<file path="config.mk">
export PLATFORM = sky130hd
export DESIGN_NAME = instr_fetch_unit
export DESIGN_NICKNAME = d
export VERILOG_FILES = /design/src/rtl/instr_fetch_unit.sv
export SDC_FILE = /design/constraint.sdc
export NUM_CORES = 1
export LEC_CHECK = 0
export BUFFER_PORTS_ARGS = -buffer_cell sky130_fd_sc_hd__clkbuf_2
export CORE_ASPECT_RATIO = 1.5
export CORE_UTILIZATION = 30
export DETAILED_ROUTE_END_ITERATION = 12
export MAX_ROUTING_LAYER = met4
export PLACE_DENSITY = 0.56
export SETUP_SLACK_MARGIN = 0.15
export SKIP_LAST_GASP = 1
export SYNTH_ARGS = -nofsm -noshare
export SYNTH_HDL_FRONTEND = slang
export SYNTH_SLANG_ARGS = --single-unit
</file>
<file path="constraint.sdc">
create_clock -name clk -period 2.4 [get_ports clk]
set_clock_uncertainty 0.1 [all_clocks]
set_input_delay 0.48 -clock clk [delete_from_list [all_inputs] [get_ports clk]]
set_output_delay 0.48 -clock clk [all_outputs]
set_load 0.01 [all_outputs]
</file>
<file path="src/rtl/instr_fetch_unit.sv">
// Sequential RV32I fetch front end: PC, one-outstanding imem request, one-entry
// instruction buffer with valid/ready, redirect/kill handling. Optional FETCH_PERF_CNT_EN.
module instr_fetch_unit #(
  parameter int              XLEN     = 32,
  parameter logic [XLEN-1:0] RESET_PC = {XLEN{1'b0}}
) (
  input  logic            clk,
  input  logic            rst_n,
  output logic            imem_req_o,
  output logic [XLEN-1:0] imem_addr_o,
  input  logic            imem_rvalid_i,
  input  logic [XLEN-1:0] imem_rdata_i,
  output logic            instr_valid_o,
  input  logic            instr_ready_i,
  output logic [XLEN-1:0] instr_o,
  output logic [6:0]      opcode_o,
  output logic [XLEN-1:0] pc_o,
  input  logic            redirect_i,
  input  logic [XLEN-1:0] redirect_pc_i,
  output logic            fault_o
`ifdef FETCH_PERF_CNT_EN
  ,
  output logic [31:0]     perf_fetched_o,
  output logic [31:0]     perf_stall_o
`endif
);

  typedef enum logic [1:0] {
    ST_REQ   = 2'd0,
    ST_HOLD  = 2'd1,
    ST_KILL  = 2'd2,
    ST_FAULT = 2'd3
  } state_t;

  state_t          state_r, state_s;
  logic [XLEN-1:0] addr_r, addr_s;
  logic [XLEN-1:0] instr_r, instr_s;
  logic [XLEN-1:0] pc_r, pc_s;
  logic [XLEN-1:0] target_r, target_s;
  logic            valid_r, valid_s;
  logic            fault_r, fault_s;
  logic            req_s;
  logic            done_s;
  logic            misalign_s;

  function automatic logic [XLEN-1:0] next_seq_pc(input logic [XLEN-1:0] pc);
    return pc + {{(XLEN-3){1'b0}}, 3'b100};
  endfunction

  // Request is gated by rst_n so it stays low for the whole reset interval.
  assign req_s      = rst_n & ((state_r == ST_REQ) | (state_r == ST_KILL));
  assign done_s     = req_s & imem_rvalid_i;
  assign misalign_s = redirect_i & (redirect_pc_i[1:0] != 2'b00);

  // Next-state and next-register values for the fetch FSM.
  always_comb begin
    state_s  = state_r;
    addr_s   = addr_r;
    instr_s  = instr_r;
    pc_s     = pc_r;
    target_s = target_r;
    valid_s  = valid_r;
    fault_s  = fault_r;
    case (state_r)
      ST_REQ: begin
        if (misalign_s) begin
          state_s = ST_FAULT;
          valid_s = 1'b0;
          fault_s = 1'b1;
        end else if (redirect_i) begin
          if (done_s) begin
            state_s = ST_REQ;
            addr_s  = redirect_pc_i;
          end else begin
            state_s  = ST_KILL;
            target_s = redirect_pc_i;
          end
        end else if (done_s) begin
          state_s = ST_HOLD;
          instr_s = imem_rdata_i;
          pc_s    = addr_r;
          valid_s = 1'b1;
        end else begin
          state_s = ST_REQ;
        end
      end
      ST_HOLD: begin
        if (misalign_s) begin
          state_s = ST_FAULT;
          valid_s = 1'b0;
          fault_s = 1'b1;
        end else if (redirect_i) begin
          state_s = ST_REQ;
          addr_s  = redirect_pc_i;
          valid_s = 1'b0;
        end else if (instr_ready_i) begin
          state_s = ST_REQ;
          addr_s  = next_seq_pc(pc_r);
          valid_s = 1'b0;
        end else begin
          state_s = ST_HOLD;
        end
      end
      ST_KILL: begin
        // The in-flight word is always dropped; the newest target wins.
        if (misalign_s) begin
          state_s = ST_FAULT;
          valid_s = 1'b0;
          fault_s = 1'b1;
        end else if (redirect_i) begin
          if (done_s) begin
            state_s = ST_REQ;
            addr_s  = redirect_pc_i;
          end else begin
            state_s  = ST_KILL;
            target_s = redirect_pc_i;
          end
        end else if (done_s) begin
          state_s = ST_REQ;
          addr_s  = target_r;
        end else begin
          state_s = ST_KILL;
        end
      end
      ST_FAULT: begin
        state_s = ST_FAULT;
        valid_s = 1'b0;
        fault_s = 1'b1;
      end
      default: begin
        state_s = ST_FAULT;
        valid_s = 1'b0;
        fault_s = 1'b1;
      end
    endcase
  end

  // State and buffer registers with synchronous reset.
  always_ff @(posedge clk) begin
    if (!rst_n) begin
      state_r  <= ST_REQ;
      addr_r   <= RESET_PC;
      instr_r  <= {XLEN{1'b0}};
      pc_r     <= RESET_PC;
      target_r <= {XLEN{1'b0}};
      valid_r  <= 1'b0;
      fault_r  <= 1'b0;
    end else begin
      state_r  <= state_s;
      addr_r   <= addr_s;
      instr_r  <= instr_s;
      pc_r     <= pc_s;
      target_r <= target_s;
      valid_r  <= valid_s;
      fault_r  <= fault_s;
    end
  end

  assign imem_req_o    = req_s;
  assign imem_addr_o   = addr_r;
  assign instr_valid_o = valid_r;
  assign instr_o       = instr_r;
  assign opcode_o      = instr_r[6:0];
  assign pc_o          = pc_r;
  assign fault_o       = fault_r;

`ifdef FETCH_PERF_CNT_EN
  logic [31:0] fetched_r;
  logic [31:0] stall_r;

  // Accepted-instruction and memory-stall event counters.
  always_ff @(posedge clk) begin
    if (!rst_n) begin
      fetched_r <= 32'd0;
      stall_r   <= 32'd0;
    end else begin
      if (valid_r & instr_ready_i) begin
        fetched_r <= fetched_r + 32'd1;
      end else begin
        fetched_r <= fetched_r;
      end
      if (req_s & ~imem_rvalid_i) begin
        stall_r <= stall_r + 32'd1;
      end else begin
        stall_r <= stall_r;
      end
    end
  end

  assign perf_fetched_o = fetched_r;
  assign perf_stall_o   = stall_r;
`endif

endmodule
</file>
; Word level (Yosys, flattened, before mapping)
; Index checks and enable logic that the tools add are counted.
[op_classes]
n_reduce_logical = 9
add_sub_neg = 1
eq_ne = 14
n_mux = 29
bitwise_logic = 7
[ops]
columns = op, count
row1 = $mux W32, 9
row2 = $pmux W32 S3, 1
row3 = $add A32 B3 Y32 const B, 1
row4 = $ne A3 B3 Y1 const B, 4
row5 = $reduce_and A4 Y1, 3
row6 = $mux W1, 11
row7 = $mux W2, 5
row8 = $ne A2 B2 Y1 const B, 5
row9 = $pmux W2 S4, 1
row10 = $reduce_and A7 Y1, 1
row11 = $eq A2 B2 Y1 const B, 2
row12 = $ne A4 B4 Y1 const B, 1
row13 = $pmux W1 S4, 1
row14 = $and A1 B1 Y1, 3
row15 = $not A1 Y1, 3
row16 = $reduce_bool A3 Y1, 1
row17 = $reduce_or A3 Y1, 1
row18 = $eq A2 B1 Y1 const B, 1
row19 = $logic_not A2 Y1, 1
row20 = $ne A2 B1 Y1 const B, 1
row21 = $pmux W1 S2, 1
row22 = $reduce_bool A2 Y1, 1
row23 = $reduce_or A2 Y1, 1
row24 = $or A1 B1 Y1, 1
[totals]
word_cells = 67
reg_bits = 132
inputBits = 69

; Logic depth before layout (Yosys ltp)
; Gate-level depths: netlist of run 1.
[depth]
depth_word = 8
depth_mapped = 10
depth_no_buf = 7

; Least setup slack after synthesis of run 1
; No wires, ideal clock.
[synth_timing]
path_kind = register to register
from = reg state_r[0]
to = reg target_r[10]
stages_incl_launch_ff = 11
t_required_ns = 2.168
t_arrival_ns = 2.027
setup_ns = 0.132
path_slack_ns = 0.141
n_path_buf = 3
path_cell_list = dfxtp_1 inv_1 ha_1 clkbuf_1 o211ai_2 nand2_1 or4_1 clkbuf_1 clkbuf_1 nand2_1 a21oi_1
[synth_between]
elab_chain_cells = 6
elab_cells_between_ends = 8
cone_classes = eq/ne: 1 / bitwise: 4 / reduce/logical: 3
[synth_lines]
columns = item, line
row1 = start: declaration, 35  ; state_t state_r, state_s;
row2 = start signal: assignment, 149  ; state_r <= state_s;
row3 = $eq A2 B2 Y1 / $logic_not A2 Y1 (equally long branches), "51, 64"
row4 = $or A1 B1 Y1, 51  ; assign req_s = rst_n & ((state_r == ST_REQ) | (state_r == ST_KILL));
row5 = $and A1 B1 Y1, 51
row6 = $and A1 B1 Y1, 52  ; assign done_s = req_s & imem_rvalid_i;
row7 = $not A1 Y1 (no source line), --
row8 = $reduce_and A4 Y1 (no source line) *, --
row9 = end signal: assignment, 145  ; target_r <= {XLEN{1'b0}};
row10 = end signal: assignment, 153  ; target_r <= target_s;
row11 = end: declaration, 39  ; logic [XLEN-1:0] target_r, target_s;
; Mark *: on every way between the ends. The rest lies on a longest branch, timed or not.
; A chain may end at the register's enable or synchronous reset.

; Worst setup path in the final report of run 1
[layout_timing]
from = reg state_r[0]
to = out imem_req_o
[layout_between]
elab_chain_cells = 3
elab_cells_between_ends = 4
cone_classes = eq/ne: 1 / bitwise: 2 / reduce/logical: 1
[layout_lines]
columns = item, line
row1 = $eq A2 B2 Y1 / $logic_not A2 Y1 (equally long branches), 51
row2 = $or A1 B1 Y1 *, 51
row3 = $and A1 B1 Y1 *, 51
row4 = end: declaration, 9  ; output logic imem_req_o,
; Marks and branches as above.

==> flow_metrics.tcl, run 1 <==
set metrics [dict create \
    place.gp.congestion 0.854 \
    synthToLayoutAreaGrowth_pct 32.8 \
    synth_most_common_cell "nand2_1" \
    tns_ns 0 \
    fillers 2361 \
    synth_common_cells "nand2_1 (244), dfxtp_1 (132), a21oi_1 (119), clkbuf_1 (54), o21ai_0 (35)" \
    synth_edf_count 0 \
    initial_utilization_pct 30.6 \
    syn_avg_cell_area_um2 7.53 \
    p_per_area_nw_per_um2 917 \
    synth_cells 906 \
    die_x_um 125 \
    final-setup-viol-count 0 \
    synth_nets 981 \
    ys_seq_area_share_pct 38.7 \
    root_buffer "clkbuf_16" \
    drive_above_1_share_pct 29.7 \
    fin_hold_ws_ns 0.169 \
    required_ns 1.82 \
    crit_path_start "state_r[0]$_SDFF_PN0_" \
    worst_slack_ns 0.186 \
    synth_cell_types 75 \
    r2r_start "state_r[1]$_SDFF_PN0_" \
    nNetsFinal 1172 \
    clockBufferDepth 2 \
    core_area_um2 22300 \
    status "finished, final reports clean" \
    cts_hold_buf 0 \
    routed_wl_mm 24.6 \
    met2_usage_pct 37.1 \
    fp.dieH_um 187 \
    rsz0062_at_grt "true" \
    grt_max_degree 79 \
    ios 175 \
    final-hold-violation-count 0 \
    overflow 0 \
    grt_pass1_wl_mm 37.9 \
    fin_crit_sh_pct 92.2 \
    num_antenna_cells 0 \
    grt_util_met3_pct 3.84 \
    netlist.top_cell.by_area "dfxtp_1" \
    tightest_slew_ns 0.547 \
    vdd_drop_max_mv 0.485 \
    synth_warnings 0 \
    synth_top_area_share_pct 38.7 \
    period_needed_ns 2.21 \
    cp.arrival_ns 1.63 \
    drc_errors 0 \
    crit_type "flip-flop to primary output" \
    num_vias 7381 \
    grtUsageMet1_pct 23.1 \
    max-slew-margin-rel_pct 63.4 \
    timing.fmax_mhz 452 \
    top_usage_layer "met2" \
    yosys_most_used_dff "dfxtp_1" \
    hp-class "primary input to flip-flop" \
    crit_path_max_fanout 18 \
    clk_pin_slew_ns 0.06 \
    power.leakage_uw 0.00347 \
    async_reset_ff_share_pct 0 \
    drt_iter0_drc 342 \
    synth-seq-cells 132 \
    cp-end-kind "primary output" \
    start_kind "flip-flop" \
    detail-route-antenna-nets 0 \
    antenna_found_initial 0 \
    first_pass_iters 7 \
    grt_use_total_pct 21.4 \
    dieArea_um2 23400 \
    post-place-ws_ns 0.0631 \
    drt-vias-per-instance 5.33 \
    hpwlAfterDp_mm 18.0 \
    post_drt_wl_per_cell_um 17.7 \
    port_buffers 174 \
    min_from "imem_rdata_i[19]" \
    grt_pass1_vias 7007 \
    fin_util_pct 40.6 \
    ys_top_cells_by_area "dfxtp_1 (39%), nand2_1 (13%), a21oi_1 (8.7%)" \
    cts_sinks 132 \
    cts_tree "built" \
    clkLatencyLatePin_ns 0.43 \
    synth_area_um2 6820 \
    multi_input_area_um2 3860 \
    placementRows 67 \
    seqCellArea_um2 2650 \
    cts_buffers 17 \
    htreeDepth 4 \
    cap_violations 0 \
    slew_viol_final 0 \
]
kinds of logic after synthesis:
logic type               share of synthesized area (%)
multiplexers                                     0.917
AO/OA/AOI/OAI                                     27.1
adder cells (fa/ha/maj)                           1.10
AND/OR/NAND/NOR                                   24.1
XOR/XNOR                                          1.28
flip-flops                                        38.7
buffers and inverters                             6.78
power by group:
part           switching, uW  leakage, uW  internal, uW  total, uW
Sequential               326      0.00107          2470       2790
Combinational           1740      0.00214          1270       3020
Clock                   1060     0.000263          1430       2500
registers in the layout (all words and copies together) (netlist names):
| name | cells |
|---|---|
| fault_o | 1 |
| imem_addr_o | 32 |
| instr_o | 32 |
| instr_valid_o | 1 |
| pc_o | 32 |
| state_r | 2 |
| target_r | 32 |
routing by layer:
| layer | vias to the layer above | part of all wire, % |
|---|---|---|
| li1 | 3619 | - |
| met1 | 3476 | 41 |
| met2 | 235 | 51 |
| met3 | 51 | 4.4 |
| met4 | 0 | 4.2 |
| met5 | - | 0 |
path summary, 6_finish.rpt:
kind | to | slack [ns] | cells after the start
max | imem_req_o | 0.19 | 7
min | instr_o[19]$_SDFFE_PN0P_ | 0.17 | 3
max reg2reg | imem_addr_o[7]$_SDFFE_PN0P_ | 0.23 | 9
min reg2reg | target_r[14]$_SDFFE_PN0P_ | 0.35 | 2
critical path, stage by stage, from the launching register on:
cell and delay [ns]:
dfxtp_2 0.34, inv_2 0.09, ha_4 0.20, buf_12 0.16, nor2_1 0.06, buf_4 0.14
nor2_1 0.08, clkbuf_2 0.14
repair_timing:
action                                  4_1_cts  5_1_grt
pin swaps                                     2        3
endpoints found under the setup margin       30       28
gates resized for setup                      14       24
hold endpoints to repair                      0        0
buffers inserted                              1        0
placed cells by master, fill, tap and decap left out, types with 8 or more instances in the layout:
| cell | synthesis | final |
|---|---|---|
| inv_1 | 10 | 8 |
| nor2b_1 | 8 | 8 |
| and3_1 | 11 | 11 |
| a31oi_1 | 11 | 11 |
| clkbuf_2 | 0 | 174 |
| dfxtp_1 | 132 | 126 |
| buf_12 | 0 | 10 |
| o22ai_1 | 10 | 10 |
| a211oi_1 | 8 | 8 |
| nand3_1 | 22 | 20 |
| nor3_1 | 12 | 9 |
| clkbuf_16 | 0 | 17 |
| buf_4 | 7 | 68 |
| nor4_1 | 12 | 9 |
| nor2_1 | 33 | 32 |
| a21oi_1 | 119 | 119 |
| nand2_1 | 244 | 243 |
| o221ai_1 | 8 | 8 |
| o21ai_0 | 35 | 35 |
cell type report:
type / instances / share of cell area (%)
Clock inverter: 14 / 1.41
Inverter: 12 / 0.511
Sequential cell: 132 / 29.2
Clock buffer: 18 / 4.74
Timing Repair Buffer: 254 / 17.7
Multi-Input combinational cell: 680 / 42.6
Tap cell: 276 / 3.81
metrics by stage:
step           power, uW  std cells  instance area, um2
2_1_floorplan       4410        906                6820
3_3_place_gp        5650       1353                8340
3_5_place_dp        5680       1353                8340
4_1_cts             8260       1386                8970
5_1_grt             8740       1386                9060
6_report            8310       1386                9060
Note: power is estimated with default switching activity, not from simulation.
==> inputs of run 2 (changes only) <==
--- a/config.mk
+++ b/config.mk
@@ -5,6 +5,7 @@
 export SDC_FILE = /design/constraint.sdc
 export NUM_CORES = 1
 export LEC_CHECK = 0
+export ABC_AREA = 1
 export BUFFER_PORTS_ARGS = -buffer_cell sky130_fd_sc_hd__clkbuf_2
 export CORE_ASPECT_RATIO = 1.5
 export CORE_UTILIZATION = 30
==> flow_metrics.tcl, run 2 <==
set metrics [dict create \
    status "finished, final reports clean" \
    period_needed_ns 2.15 \
    p_int_uw 5460 \
    root_buffer "clkbuf_16" \
    ys_top_cells_by_area "dfxtp_1 (37%), nand2_1 (12%), a21oi_1 (11%)" \
    crit_slowest_cell "dfxtp_1" \
    grt_max_degree 102 \
    die_x_um 128 \
    required_ns 2.62 \
    slowest_delay_ns 0.36 \
    synth_nets 1219 \
    crit_path_max_fanout 26 \
    dieArea_um2 24600 \
    routed_wl_mm 25.5 \
    num_antenna_cells 0 \
    grt_pass1_vias 7652 \
    crit_chain "inv_1 -> ha_1 -> inv_1 -> nand2_4 -> nand3_1 -> nand3_1 -> nor2_2 -> nand2_4 -> clkbuf_16 -> o31a_1" \
    first_pass_iters 7 \
    antenna_found_initial 0 \
    netlist.top_cell.by_area "dfxtp_1" \
    grt_use_total_pct 20.7 \
    final_common_cell "nand2_1" \
    drive_above_1_share_pct 18.9 \
    drt-vias-per-instance 4.94 \
    start_kind "flip-flop" \
    num_vias 7991 \
    seqPwrFrac_pct 32.0 \
    core_area_um2 23700 \
    ys_seq_area_share_pct 36.7 \
    yosys_most_used_dff "dfxtp_1" \
    placementRows 69 \
    post_drt_wl_per_cell_um 15.7 \
    cp-end-kind "flip-flop" \
    synth_cell_types 34 \
    fp.dieH_um 192 \
    synth_cells 1144 \
    cts_hold_buf 0 \
    htreeDepth 4 \
    hpwlAfterDp_mm 16.8 \
    grt_pass1_wl_mm 38.5 \
    nNetsFinal 1361 \
    synth_top_area_share_pct 36.7 \
    synthToLayoutAreaGrowth_pct 25.4 \
    hp-class "primary input to flip-flop" \
    cts_sinks 132 \
    tightest_slew_ns 0.481 \
    cts_tree "built" \
    synth_area_um2 7200 \
    slew_viol_final 0 \
    overflow 0 \
    synth_common_cells "nand2_1 (228), nor2_1 (178), a21oi_1 (160), o21ai_0 (153), dfxtp_1 (132)" \
    final-setup-viol-count 0 \
    detail-route-antenna-nets 0 \
    tns_ns 0 \
    power.leakage_uw 0.00384 \
    synth_warnings 0 \
    p_per_area_nw_per_um2 1040 \
    fin_crit_sh_pct 89.7 \
    p_switching_uw 3970 \
    pwr-share-comb_pct 41.1 \
    async_reset_ff_share_pct 0 \
    port_buffers 174 \
    synth_most_common_cell "nand2_1" \
    swShare_pct 42.1 \
    post-place-ws_ns 0.211 \
    final-hold-violation-count 0 \
    max-slew-margin-rel_pct 67.9 \
    drc_errors 0 \
    vdd_drop_max_mv 0.567 \
    synth-seq-cells 132 \
    ios 175 \
    place.gp.congestion 0.884 \
    timing.fmax_mhz 464 \
    p_clk_share_pct 26.9 \
    crit_type "flip-flop to flip-flop" \
    syn_avg_cell_area_um2 6.29 \
    layout_common_cells "nand2_1 (226), nor2_1 (175), clkbuf_2 (173)" \
    rsz0062_at_grt "false" \
    drt_iter0_drc 491 \
    clkLatencyLatePin_ns 0.43 \
    fillers 2663 \
    clockBufferDepth 2 \
    cap_violations 0 \
    clk_pin_slew_ns 0.07 \
    synth_edf_count 0 \
    cp.arrival_ns 2.37 \
    initial_utilization_pct 30.4 \
    worst_slack_ns 0.247 \
    cts_buffers 17 \
]
==> run 2: cell types whose count changed after synthesis, sizes merged, moves of 8 or more <==
| cell | before | now |
|---|---|---|
| a21oi | 119 | 160 |
| a31oi | 11 | 1 |
| and3 | 12 | 0 |
| buf | 23 | 35 |
| clkbuf | 59 | 41 |
| inv | 10 | 111 |
| nand2 | 244 | 229 |
| nand3 | 25 | 53 |
| nor2 | 33 | 182 |
| nor2b | 8 | 0 |
| nor3 | 13 | 2 |
| nor4 | 12 | 0 |
| o21ai | 36 | 162 |
| o221ai | 8 | 0 |
==> run 2: area by class of cell <==
type | instances | area [um2] | share of cell area, %
multi-input cells | 824 | 3790 | 42.0
flip-flops and latches | 132 | 2640 | 29.3
repair buffers | 199 | 1210 | 13.4
clock buffers | 19 | 433 | 4.79
inverters | 112 | 425 | 4.71
well taps | 319 | 399 | 4.42
clock inverters | 13 | 126 | 1.40
==> run 2: timing repair <==
| item | CTS | global route |
|---|---|---|
| setup buffers | 0 | 1 |
| setup endpoints to repair | 0 | 47 |
| gates resized for setup | 0 | 11 |
==> run 2: worst max-delay path, delay by kind of cell, from the launching register on <==
kind / cells / cell delay [ns]
buffers and inverters: 3 / 0.42
flip-flops: 1 / 0.36
adder cells (fa/ha/maj): 1 / 0.21
AND/OR/NAND/NOR: 5 / 0.66
AO/OA/AOI/OAI: 1 / 0.28
==> run 2: routing by layer <==
layer	wire, um	global-route usage, %
met1	10600	22.4
met2	12800	36.7
met3	1300	3.73
met4	745	8.91
met5	0	-
==> run 2: worst paths after layout <==
check,startpoint,cells past startpoint,slack [ns],end
worst max register to register,state_r[0]$_SDFF_PN0_,10,0.25,imem_addr_o[4]$_SDFFE_PN0P_
worst min-delay path,imem_rdata_i[14],3,0.17,instr_o[14]$_SDFFE_PN0P_
worst max-delay path,state_r[0]$_SDFF_PN0_,10,0.25,imem_addr_o[4]$_SDFFE_PN0P_
worst min register to register,target_r[0]$_SDFFE_PN0P_,2,0.34,target_r[0]$_SDFFE_PN0P_
==> run 2: metrics by stage <==
stage | hold WS, ns | instances | total power, uW | util, % | cell area [um2]
floorplan | 0.316 | 1144 | 5410 | - | 7200
global placement | 0.337 | 1581 | 6610 | 35.2 | 8330
detailed placement | 0.334 | 1581 | 6670 | 35.2 | 8330
CTS | 0.160 | 1613 | 9220 | 37.6 | 8890
global route | 0.162 | 1618 | 10100 | 38.2 | 9030
finish | 0.171 | 1618 | 9440 | 38.2 | 9030
==> run 2: logic make-up (layout without fill, tap and decap cells) <==
logic type,count (synthesis),count (layout),synth area share (%)
DFF,132,132,36.7
adders and majority gates,6,6,1.04
and+or+nand+nor,469,469,26.2
xor gates and xnor gates,5,5,0.608
buffers and inverters,188,343,10.9
AOI/OAI and AO/OA,344,344,24.6
==> run 2: power by group through the flow <==
stage | combinational (uW) | sequential [uW] | clock [uW]
after floorplan | 2340 | 3070 | 0
after global placement | 3540 | 3070 | 0
after detailed placement | 3600 | 3070 | 0
after CTS | 3610 | 3020 | 2590
after global routing | 4360 | 3080 | 2700
final | 3880 | 3020 | 2540
==> inputs of run 3 (changes only) <==
--- a/config.mk
+++ b/config.mk
@@ -7,7 +7,7 @@
 export LEC_CHECK = 0
 export ABC_AREA = 1
 export BUFFER_PORTS_ARGS = -buffer_cell sky130_fd_sc_hd__clkbuf_2
-export CORE_ASPECT_RATIO = 1.5
+export CORE_ASPECT_RATIO = 0.5
 export CORE_UTILIZATION = 30
 export DETAILED_ROUTE_END_ITERATION = 12
 export MAX_ROUTING_LAYER = met4
==> flow_metrics.tcl, run 3 (same netlist as run 2, synthesis figures left out) <==
set metrics [dict create \
    status "finished, final reports clean" \
    p_per_area_nw_per_um2 1050 \
    cp-end-kind "flip-flop" \
    r2r_start "state_r[0]$_SDFF_PN0_" \
    place.gp.congestion 0.873 \
    whs_path_depth 3 \
    tns_ns 0 \
    rrSetupSlack_ns 0.28 \
    clockBufferDepth 2 \
    swShare_pct 41.2 \
    hp-class "primary input to flip-flop" \
    seqPwrFrac_pct 32.1 \
    dieArea_um2 24700 \
    overflow 0 \
    clk_pin_slew_ns 0.06 \
    power.leakage_uw 0.00385 \
    drt_iter0_drc 643 \
    num_vias 7937 \
    drc_errors 0 \
    crit_path_max_fanout 23 \
    slew_viol_final 0 \
    hpwlAfterDp_mm 18.3 \
    crit_type "flip-flop to flip-flop" \
    root_buffer "clkbuf_16" \
    timing.fmax_mhz 471 \
    grt_use_total_pct 21.1 \
    postCtsSetupBuffers 0 \
    holdPathEnd "instr_o[10]$_SDFFE_PN0P_" \
    clkLatencyLatePin_ns 0.43 \
    cp.arrival_ns 2.38 \
    layout_common_cells "nand2_1 (228), nor2_1 (177), clkbuf_2 (174)" \
    port_buffers 174 \
    first_pass_iters 5 \
    cap_violations 0 \
    cts_resized 0 \
    drt-vias-per-instance 4.95 \
    fin_hold_ws_ns 0.167 \
    routed_wl_mm 25.3 \
    rsz0062_at_grt "true" \
    placementRows 39 \
    grt_max_degree 64 \
    antenna_found_initial 0 \
    start_kind "flip-flop" \
    num_antenna_cells 0 \
    critPathBufInv 4 \
    post_drt_wl_per_cell_um 15.8 \
    fillers 2477 \
    cts_sinks 132 \
    final_common_cell "nand2_1" \
    vdd_drop_max_mv 0.555 \
    drive_above_1_share_pct 18.6 \
    fin_crit_sh_pct 88.5 \
    fp.dieH_um 112 \
    htreeDepth 4 \
    final-setup-viol-count 0 \
    cts_hold_buf 0 \
    period_needed_ns 2.12 \
    p_clk_share_pct 29.3 \
    max-slew-margin-rel_pct 60.0 \
    crit_slowest_cell "dfxtp_1" \
    core_area_um2 23200 \
    cts_tree "built" \
    required_ns 2.66 \
    grt_pass1_vias 7417 \
    p_int_uw 5570 \
    synthToLayoutAreaGrowth_pct 25.1 \
    ios 175 \
    r2r_cells 13 \
    nNetsFinal 1360 \
    cts_buffers 17 \
    cpLargestDelayFamily "simple AND/OR/NAND/NOR gates" \
    final-hold-violation-count 0 \
    initial_utilization_pct 31.1 \
    detail-route-antenna-nets 0 \
    min_from "imem_rdata_i[10]" \
    r2r-end "imem_addr_o[21]$_SDFFE_PN0P_" \
    tightest_slew_ns 0.601 \
    die_x_um 221 \
    crit_chain "inv_1 -> ha_1 -> inv_1 -> nand2_4 -> nand3_4 -> buf_12 -> buf_8 -> nand2_1 -> o21ai_0 -> nor2_1 -> nor2_1 -> nand2_1 -> a21oi_1" \
    grt_pass1_wl_mm 39.9 \
    slowest_delay_ns 0.36 \
    pwr-share-comb_pct 38.6 \
    p_switching_uw 3900 \
]
## run 3: cell types whose count changed in the layout (fill, tap and decap cells not counted), sizes merged
| cell | previous run | this run |
|---|---|---|
| clkinv | 5 | 6 |
| clkbuf | 196 | 192 |
| clkinvlp | 4 | 1 |
| buf | 22 | 23 |
| bufinv | 1 | 3 |
| inv | 115 | 117 |
## run 3: worst max-delay path by stage
stage	startpoint	slack (ns)	depth (start not counted)	end
finish	state_r[0]$_SDFF_PN0_	0.28	13	imem_addr_o[21]$_SDFFE_PN0P_
floorplan	state_r[0]$_SDFF_PN0_	0.46	10	imem_addr_o[4]$_SDFFE_PN0P_
global route	state_r[0]$_SDFF_PN0_	0.11	13	imem_addr_o[25]$_SDFFE_PN0P_
CTS	state_r[0]$_SDFF_PN0_	0.21	13	imem_addr_o[21]$_SDFFE_PN0P_
global placement	state_r[0]$_SDFF_PN0_	0.29	12	imem_addr_o[22]$_SDFFE_PN0P_
detailed placement	state_r[0]$_SDFF_PN0_	0.22	13	imem_addr_o[20]$_SDFFE_PN0P_
## run 3: power groups by stage
stage	clock, uW	sequential, uW	combinational (uW)
finish	2780	3040	3660
global route	2940	3090	4100
CTS	2830	3040	3620
detailed placement	0	3090	3600
global placement	0	3080	3520
floorplan	0	3070	2340
## run 3: worst min-delay path, delay by kind of cell
family | cells | cell delay [ns]
and+or+nand+nor | 2 | 0.11
buffers and inverters | 1 | 0.08
## run 3: layer usage
layer  track usage [%]  vias up  wire length (um)
li1                  -     3995                 -
met1              25.8     3706             11200
met2              34.4      198             12200
met3              4.35       38              1330
met4              7.93        0               531
met5                 -        -                 0
## run 3: area by class of cell
type / instances / area, um2 / area share [%]
inverter: 112 / 423 / 4.70
clock inverter: 15 / 194 / 2.15
tap: 307 / 384 / 4.27
clock buffer: 17 / 425 / 4.72
multi-input combinational: 824 / 3790 / 42.0
sequential: 132 / 2640 / 29.3
timing repair buffer: 198 / 1150 / 12.8
## run 3: per-stage QoR
step	util, %	total power (uW)	setup WS (ns)	std cells	area [um2]
after global routing	38.9	10100	0.105	1605	9010
after detailed placement	36.0	6690	0.217	1572	8340
after global placement	36.0	6600	0.288	1572	8340
after floorplan	-	5410	0.465	1144	7200
final	38.9	9470	0.276	1605	9010
after CTS	38.7	9490	0.206	1604	8960
